File: config.mk
export PLATFORM = sky130hd
export DESIGN_NAME = store_buffer
export DESIGN_NICKNAME = d
export VERILOG_FILES = /design/src/rtl/store_buffer.sv
export SDC_FILE = /design/constraint.sdc
export NUM_CORES = 1
export LEC_CHECK = 0
export BUFFER_PORTS_ARGS = -buffer_cell sky130_fd_sc_hd__buf_2
export CAP_MARGIN = 20
export CORE_MARGIN = 4
export CORE_UTILIZATION = 53
export CTS_CLUSTER_SIZE = 30
export DETAILED_ROUTE_END_ITERATION = 10
export PLACE_DENSITY = 0.77
export SLEW_MARGIN = 40
export SYNTH_ARGS = -nofsm -noshare
export SYNTH_HDL_FRONTEND = slang
export SYNTH_SLANG_ARGS = --single-unit
File: constraint.sdc
create_clock -name clk -period 9.7 [get_ports clk]
set_input_delay 2.425 -clock clk [delete_from_list [all_inputs] [get_ports clk]]
set_output_delay 2.425 -clock clk [all_outputs]
set_load 0.03 [all_outputs]
File: src/rtl/store_buffer.sv
// rtl/store_buffer.sv - in-order store queue with lane steering, back-pressure and load-conflict detect
module store_buffer #(
    parameter int DEPTH = 4,
    parameter int AW    = 32
) (
    input  logic                       clk,
    input  logic                       rst,
    input  logic                       st_valid,
    input  logic [AW-1:0]              st_addr,
    input  logic [31:0]                st_data,
    input  logic [1:0]                 st_size,
    output logic                       st_ready,
    input  logic                       ld_valid,
    input  logic [AW-1:0]              ld_addr,
    output logic                       ld_conflict,
    output logic                       mem_we,
    output logic [AW-1:0]              mem_addr,
    output logic [31:0]                mem_wd,
    output logic [3:0]                 mem_be,
    input  logic                       mem_ready,
    output logic                       st_err,
    output logic [$clog2(DEPTH+1)-1:0] count,
    output logic                       empty
);

    localparam int CW = $clog2(DEPTH + 1);
    localparam int PW = (DEPTH > 1) ? $clog2(DEPTH) : 1;

    localparam logic [1:0] SZ_BYTE = 2'b00;
    localparam logic [1:0] SZ_HALF = 2'b01;
    localparam logic [1:0] SZ_WORD = 2'b10;

    logic [DEPTH-1:0] ent_valid;
    logic [AW-1:0]    ent_addr [DEPTH];
    logic [31:0]      ent_wd   [DEPTH];
    logic [3:0]       ent_be   [DEPTH];

    logic [PW-1:0] head;
    logic [PW-1:0] tail;
    logic [CW-1:0] count_q;

    logic          full;
    logic          legal;
    logic          accept;
    logic          reject;
    logic          retire;
    logic [31:0]   steer_wd;
    logic [3:0]    steer_be;
    logic [AW-1:0] word_addr;
    logic          hit;

    assign full     = (count_q == CW'(DEPTH));
    assign st_ready = !full;
    assign empty    = (count_q == '0);
    assign count    = count_q;

    // Misaligned halfwords/words and the reserved size code are refused, never split.
    always_comb begin
        legal = 1'b0;
        case (st_size)
            SZ_BYTE: legal = 1'b1;
            SZ_HALF: legal = !st_addr[0];
            SZ_WORD: legal = (st_addr[1:0] == 2'b00);
            default: legal = 1'b0;
        endcase
    end

    assign accept = st_valid && st_ready && legal;
    assign reject = st_valid && st_ready && !legal;
    assign retire = mem_we && mem_ready;

    // Replicate the narrow datum across every lane so the byte enables alone select it.
    always_comb begin
        steer_wd = st_data;
        steer_be = 4'b1111;
        case (st_size)
            SZ_BYTE: begin
                steer_wd = {4{st_data[7:0]}};
                steer_be = 4'b0001 << st_addr[1:0];
            end
            SZ_HALF: begin
                steer_wd = {2{st_data[15:0]}};
                steer_be = 4'b0011 << st_addr[1:0];
            end
            default: begin
                steer_wd = st_data;
                steer_be = 4'b1111;
            end
        endcase
    end

    assign word_addr = {st_addr[AW-1:2], 2'b00};

    always_ff @(posedge clk or posedge rst) begin
        if (rst) begin
            head      <= '0;
            tail      <= '0;
            count_q   <= '0;
            st_err    <= 1'b0;
            ent_valid <= '0;
            for (int i = 0; i < DEPTH; i++) begin
                ent_addr[i] <= '0;
                ent_wd[i]   <= '0;
                ent_be[i]   <= '0;
            end
        end else begin
            st_err <= reject;
            // Head and tail never coincide when both fire, so the two updates are independent.
            if (retire) begin
                ent_valid[head] <= 1'b0;
                head            <= head + 1'b1;
            end
            if (accept) begin
                ent_valid[tail] <= 1'b1;
                ent_addr[tail]  <= word_addr;
                ent_wd[tail]    <= steer_wd;
                ent_be[tail]    <= steer_be;
                tail            <= tail + 1'b1;
            end
            case ({accept, retire})
                2'b10:   count_q <= count_q + 1'b1;
                2'b01:   count_q <= count_q - 1'b1;
                default: count_q <= count_q;
            endcase
        end
    end

    assign mem_we   = !empty;
    assign mem_addr = ent_addr[head];
    assign mem_wd   = ent_wd[head];
    assign mem_be   = ent_be[head];

    // Word-granular match against registered entries only; a same-edge enqueue is not seen.
    always_comb begin
        hit = 1'b0;
        for (int i = 0; i < DEPTH; i++) begin
            if (ent_valid[i] && (ent_addr[i][AW-1:2] == ld_addr[AW-1:2])) begin
                hit = 1'b1;
            end
        end
    end

    assign ld_conflict = ld_valid && hit;

endmodule

==> results.tsv, run 1 <==
metric	value	unit
status	complete, no violations	
Root Buffer	clkbuf_16	
maxcap violations	0	
critical path type	in2out	
Placeable Area	26300	sq um
RSZ-0062 raised after global routing	false	
number of global-route vias before repair	8951	
Vias per Instance	5.84	
share of layout cells above drive strength 1	53.0	%
Worst Setup Start Kind	primary input	
mux contribution to synthesized area	36.2	%
Lkg Pwr	0.00768	uW
final setup vio count	0	
first-pass GRT wire length	53700	um
Hold Crit Class	reg2reg	
die area	29600	sq um
htree depth	1	
Layout Skew	11.0	ps
IO Port Bufs	174	
register bit total from synthesis	276	
CP Capture Type	output port	
Slew HR	48.9	%
Routed WL per cell	23.9	um
f_max	151	MHz
TritonCTS Sinks	276	
Syn Std Cell Area	14300	sq um
clock latency on the worst-skew pair	560	ps
Synth Area in Adders	0.929	%
Gates resized, CTS repair	0	
Routed WL	34700	um
initial core utilization	54.3	%
Critical Path AT	4210	ps
Final Hold Fails	0	
Final Cycle Share	68.4	%
Num CTS Buffers	30	
Setup TNS	0	ps
Nets	1205	
slowest cell on the critical path	nor4_1	
Gate Count Post-Synth	942	
total gr overflow	0	
worst-margin pin slew	766	ps
drt drc	0	
Hold Buf Count CTS	0	
DRT Pass-1 Iters	4	
Final HPWL DP	23200	um
cell breakdown of the critical path	buf_2, xnor2_1, nand4_1, nor4_1, nand4_1, a41oi_1, buf_2	
CTS tree	built	
Pwr Density	392	nW/um^2
Critical Path RT	7280	ps
Die Y	172	um
Hold Slack	501	ps
Final Slew Violations	0	
DRT met1 WL	15200	um
complex-gate fraction of the synthesized area	0.710	%
pin count of the biggest net entering global routing	162	
post-CTS setup buffers	0	
row count	59	
top sig layer	met5	
metal2 WL	16300	um
Final Critical Period	6630	ps
Clock Pin Slew Worst Setup and Hold Paths	70	ps
Placer Congestion	0.859	
drt initial violations	491	
antenna violations before repair	6	
WL met3	2330	um
CP max FO	4	
CP max stage delay	530	ps
Layout area overhead	15.9	%
post-synthesis cell type count	32	
maximum VDD drop	0.000252	V
register area share after synthesis	48.4	%
Mean Syn Cell Area	15.2	sq um
Clock Path Buffers	3	
Ports	179	
Synth Area in Simple Gates	2.93	%
Yosys warning total	0	
Via Count	8496	
largest family of logic cells by synthesized area	multiplexers	
Synth Area in XOR/XNOR	7.67	%
number of routed nets with antenna violations	0	
Die Wd	172	um
GRT Total Usage	23.5	%
==> cell type report <==
type | count | area [sq um]
Antenna cell | 3 | 7.51
Multi-Input combinational cell | 587 | 6940
Timing Repair Buffer | 185 | 1020
Clock inverter | 20 | 398
Tap cell | 335 | 419
Clock buffer | 36 | 803
Sequential cell | 276 | 6910
Inverter | 12 | 48.8
Fill cell | 1928 | 9730
==> cell usage after synthesis <==
master / number / area, sq um
mux2_4: 116 / 1740
and3_1: 1 / 6.26
mux2i_1: 9 / 90.1
nor2_1: 3 / 11.3
o21bai_1: 2 / 15.0
nand2_2: 4 / 25.0
xnor2_1: 79 / 692
buf_1: 6 / 22.5
fa_1: 1 / 20.0
nand2b_1: 1 / 6.26
nor2_4: 1 / 11.3
conb_1: 1 / 3.75
a21oi_1: 1 / 5.00
nand3_1: 1 / 5.00
and2_1: 1 / 6.26
inv_1: 12 / 45.0
mux4_2: 66 / 1490
a41oi_1: 1 / 8.76
or3_1: 1 / 6.26
mux2_2: 164 / 1850
o21ai_0: 13 / 65.1
ha_1: 9 / 113
dfrtp_1: 276 / 6910
xor2_1: 46 / 403
a21o_1: 1 / 7.51
buf_4: 3 / 22.5
nor4_1: 16 / 100
buf_6: 16 / 180
nand4_1: 24 / 150
clkbuf_1: 23 / 86.3
nand2_1: 24 / 90.1
buf_2: 20 / 100
==> power by group <==
group | internal [uW] | total [uW] | leakage (uW) | switching (uW)
combinational | 1460 | 2910 | 0.00377 | 1450
clock | 885 | 1370 | 0.000583 | 487
sequential | 1730 | 2200 | 0.00332 | 471
total | 4070 | 6480 | 0.00768 | 2410
==> sequential cells by signal, summed over array words and instances, names as in the netlist <==
| name | cells |
|---|---|
| ent_wd | 128 |
| ent_addr | 120 |
| ent_be | 16 |
| ent_valid | 4 |
| count | 3 |
| head | 2 |
| tail | 2 |
| st_err | 1 |
==> worst paths after layout <==
kind | from | end | slack, ps | cells after the start
setup / recovery | ld_addr[18] | ld_conflict | 3070 | 7
hold / removal | ent_valid[1] | ent_valid[1] | 500 | 2
setup reg to reg | count[0] | ent_wd[127] | 6870 | 6
hold reg to reg | ent_valid[1] | ent_valid[1] | 500 | 2
max in group asynchronous | rst | ent_wd[59] | 6500 | 5
min in group asynchronous | rst | ent_addr[125] | 2000 | 3
==> layout by cell type (no fill, tap or decap), types with 5 or more instances in the layout <==
cell type    n
buf_2      174
bufinv_16   11
clkbuf_16   30
clkinv_2     5
dfrtp_1    274
ha_1         9
inv_1       11
mux2_2     164
mux2_4     116
mux2i_1      9
mux4_2      66
nand2_1     24
nand4_1     24
nor4_1      16
o21ai_0     13
xnor2_1     79
xor2_1      46
==> through the flow <==
| stage | utilization, % | worst slack [ps] | cells | cell area, sq um | power (uW) |
|---|---|---|---|---|---|
| after CTS | 62.8 | 3030 | 1450 | 16500 | 6520 |
| after detailed placement | 58.3 | 3030 | 1394 | 15300 | 5120 |
| final | 63.0 | 3070 | 1454 | 16600 | 6480 |
| after floorplan | - | 3440 | 943 | 14300 | 4350 |
| after global routing | 63.0 | 2950 | 1452 | 16500 | 6800 |
| after global placement | 58.1 | 3010 | 1392 | 15300 | 5030 |
==> cells by family (layout without fill, tap and decap cells) <==
family          count (synthesis)  count (layout)
compound gates                 18              18
buf+inv                        80             253
flops                         276             276
other cells                     1               5
xor+xnor                      125             125
simple gates                   77              77
mux                           355             355
fa+ha+maj                      10              10
==> per-layer routing <==
layer / global-route usage [%] / vias up
met2: 36.6 / 268
met5: 0 / -
met3: 4.62 / 60
li1: - / 3706
met1: 34.2 / 4454
met4: 6.12 / 8
==> worst max-delay path: cells and delay by family <==
kind	cells	cell delay, ps
compound gates	1	280
xor+xnor	1	280
buf+inv	2	390
simple gates	3	830
Power figures use the tool's default switching activity.
==> run 2: changes to the inputs <==
--- a/config.mk
+++ b/config.mk
@@ -5,13 +5,14 @@
 export SDC_FILE = /design/constraint.sdc
 export NUM_CORES = 1
 export LEC_CHECK = 0
+export ABC_AREA = 1
 export BUFFER_PORTS_ARGS = -buffer_cell sky130_fd_sc_hd__buf_2
 export CAP_MARGIN = 20
 export CORE_MARGIN = 4
-export CORE_UTILIZATION = 53
+export CORE_UTILIZATION = 59
 export CTS_CLUSTER_SIZE = 30
 export DETAILED_ROUTE_END_ITERATION = 10
-export PLACE_DENSITY = 0.77
+export PLACE_DENSITY = 0.81
 export SLEW_MARGIN = 40
 export SYNTH_ARGS = -nofsm -noshare
 export SYNTH_HDL_FRONTEND = slang
==> constraint.sdc (replaced) <==
create_clock -name clk -period 6.2 [get_ports clk]
set_input_delay 1.55 -clock clk [delete_from_list [all_inputs] [get_ports clk]]
set_output_delay 1.55 -clock clk [all_outputs]
set_load 0.03 [all_outputs]
==> results.tsv, run 2 <==
metric	value	unit	change
complex-gate fraction of the synthesized area	14.6	%	+14 points
pin count of the biggest net entering global routing	87		-46%
Synth Area in Adders	0.910	%	-0.019 points
Clock Pin Slew Worst Setup and Hold Paths	60	ps	about the same
first-pass GRT wire length	71600	um	+33%
CTS tree	built		
row count	57		-3.4%
drt initial violations	1725		+250%
Critical Path RT	4650	ps	-2630 ps
Placer Congestion	0.950		+11%
Num CTS Buffers	30		unchanged
die area	27300	sq um	-7.9%
DP Area	15700	sq um	+2.3%
WHS Path Cells	2		unchanged
Final Critical Period	4720	ps	
Gate Count Post-Synth	2022		+110%
ys async rst share	100	%	unchanged
worst-case reg-to-reg path depth	5		-1
Layout area overhead	15.0	%	
htree depth	1		unchanged
Worst Setup Start Kind	flip-flop		
Final Hold Fails	0		unchanged
total gr overflow	0		unchanged
synth top area cells	dfrtp_1, nand2_1, o21ai_0, inv_1, nor2_1		
Final Cycle Share	76.1	%	
Hold Slack	474	ps	-26.8 ps
IO Port Bufs	174		unchanged
TritonCTS Sinks	276		unchanged
mux contribution to synthesized area	0	%	-36 points
largest family of logic cells by synthesized area	simple AND/OR/NAND/NOR gates		
maximum VDD drop	0.000406	V	+61%
HP Start	ent_be[10]		
count leader, synth	nand2_1		
number of routed nets with antenna violations	0		unchanged
number of global-route vias before repair	13604		+52%
top cells by count, synth	nand2_1, o21ai_0, dfrtp_1, inv_1, nor2_1		
Final HPWL DP	29700	um	+28%
worst r2r dst	ent_valid[3]		
Nets	2259		+87%
drt drc	0		unchanged
Die Y	165	um	-4.0%
status	complete, no violations		
Hold Buf Count CTS	0		unchanged
share of layout cells above drive strength 1	12.2	%	-41 points
CP Capture Type	output port		
post-CTS setup buffers	0		unchanged
DRT Pass-1 Iters	8		+4
critical path type	reg2out		
worst r2r src	head[0]		
CP max FO	61		+57
Multi-input gate area	6440	sq um	-7.2%
Lkg Pwr	0.00888	uW	+16%
maxcap violations	0		unchanged
Placeable Area	24300	sq um	-7.5%
CP startpoint	head[0]		
Yosys warning total	0		unchanged
Non-Filler Instances	2495		+72%
most frequent cells in the layout	nand2_1, o21ai_0, dfrtp_1		
dominant synthesized flop cell	dfrtp_1		
most flop-heavy register	ent_wd		
Die Wd	165	um	-4.0%
Routed WL per cell	18.3	um	-23%
Design Power	9730	uW	+50%
GRT Total Usage	33.3	%	+9.8 points
Slew HR	49.2	%	+0.24 points
Vias per Instance	5.65		-3.3%
register bit total from synthesis	276		unchanged
Layout Skew	14.1	ps	+3.04 ps
Seq. cell area	6910	sq um	about the same
most common cell after layout, fill and taps aside	nand2_1		
Root Buffer	clkbuf_16		
Final Slew Violations	0		unchanged
Critical Path AT	3170	ps	-1040 ps
initial core utilization	59.9	%	+5.6 points
fin area	16800	sq um	+1.3%
area leader, netlist	dfrtp_1		
Synth Area in Simple Gates	26.0	%	+23 points
final setup vio count	0		unchanged
Mean Syn Cell Area	7.21	sq um	-52%
f_max	212	MHz	
register area share after synthesis	47.4	%	-0.98 points
Largest register FFs	128		unchanged
Clock Path Buffers	3		unchanged
register-to-register setup slack	4010	ps	-2860 ps
Worst Hold Endpoint	ent_be[10]		
Post-synth EDFFs	0		unchanged
Pwr Density	581	nW/um^2	+48%
Synth Area in XOR/XNOR	2.64	%	-5.0 points
worst-margin pin slew	762	ps	-3.61 ps
Setup TNS	0	ps	unchanged
Syn Std Cell Area	14600	sq um	+2.1%
Via Count	14094		+66%
Cell Count Post-Placement	2438		+75%
Yosys top cell area share	47.4	%	-0.98 points
Ports	179		unchanged
post-synthesis cell type count	28		-13%
clock latency on the worst-skew pair	580	ps	+20 ps
RSZ-0062 raised after global routing	false		
largest registers	ent_wd: 128 flops, ent_addr: 120 flops, ent_be: 16 flops		
antenna violations before repair	4		-2
Routed WL	45600	um	+31%
Gates resized, CTS repair	0		unchanged
Fill cells	2001		+3.8%
Hold Crit Class	reg2reg		
## run 2: cell count changes in the layout (fill, tap and decap cells not counted), sizes merged, moves of 10 or more
cell	before	now
mux2	280	0
nand4	24	14
nor2	4	137
buf	185	197
o21ai	13	296
o22ai	0	41
a21oi	1	60
mux4	66	0
xor2	46	6
nor4	16	0
inv	12	193
xnor2	79	38
nand2	28	823
## run 2: area by class of cell
cell class	count	share of cell area, %
repair buffers	197	6.96
clock buffers	40	5.06
diodes	3	0.0448
multi-input cells	1447	38.4
inverters	194	4.40
flip-flops and latches	276	41.2
well taps	324	2.42
clock inverters	14	1.49
## run 2: cell families after synthesis
kind of cell | Yosys count
other | 1
and+or+nand+nor | 983
DFF | 276
xor gates and xnor gates | 44
AOI/OAI and AO/OA | 408
buffers and inverters | 300
adders and majority gates | 10
## run 2: through the flow
stage | worst slack, ps | utilization [%]
2_1_floorplan | 999 | -
3_3_place_gp | 1790 | 63.9
3_5_place_dp | 1760 | 64.4
4_1_cts | 1570 | 68.9
5_1_grt | 1380 | 68.9
6_report | 1480 | 68.9
## run 2: where the power goes
part | switching, uW | internal [uW]
clock | 762 | 1210
combinational | 3080 | 1380
sequential | 652 | 2650
total | 4490 | 5240
## run 2: critical path, cell delays in order, from the launching register on
cell and delay [ps]:
dfrtp_4 720, inv_4 570, buf_4 500, o21ai_0 150
o22ai_1 310, buf_2 270
## run 2: how the worst max path moves through the flow
| stage | cells after the start | endpoint |
|---|---|---|
| after floorplan | 1 | count[0] |
| after global placement | 11 | ld_conflict |
| after detailed placement | 11 | ld_conflict |
| after CTS | 5 | mem_wd[15] |
| after global routing | 5 | mem_wd[11] |
| final | 5 | mem_wd[15] |
## run 2: metal layers
| metal | wire, um | GRT usage [%] |
|---|---|---|
| met4 | 2180 | 15.1 |
| met3 | 4740 | 5.91 |
| met1 | 17300 | 43.1 |
| met5 | 32 | 0 |
| met2 | 21300 | 55.0 |
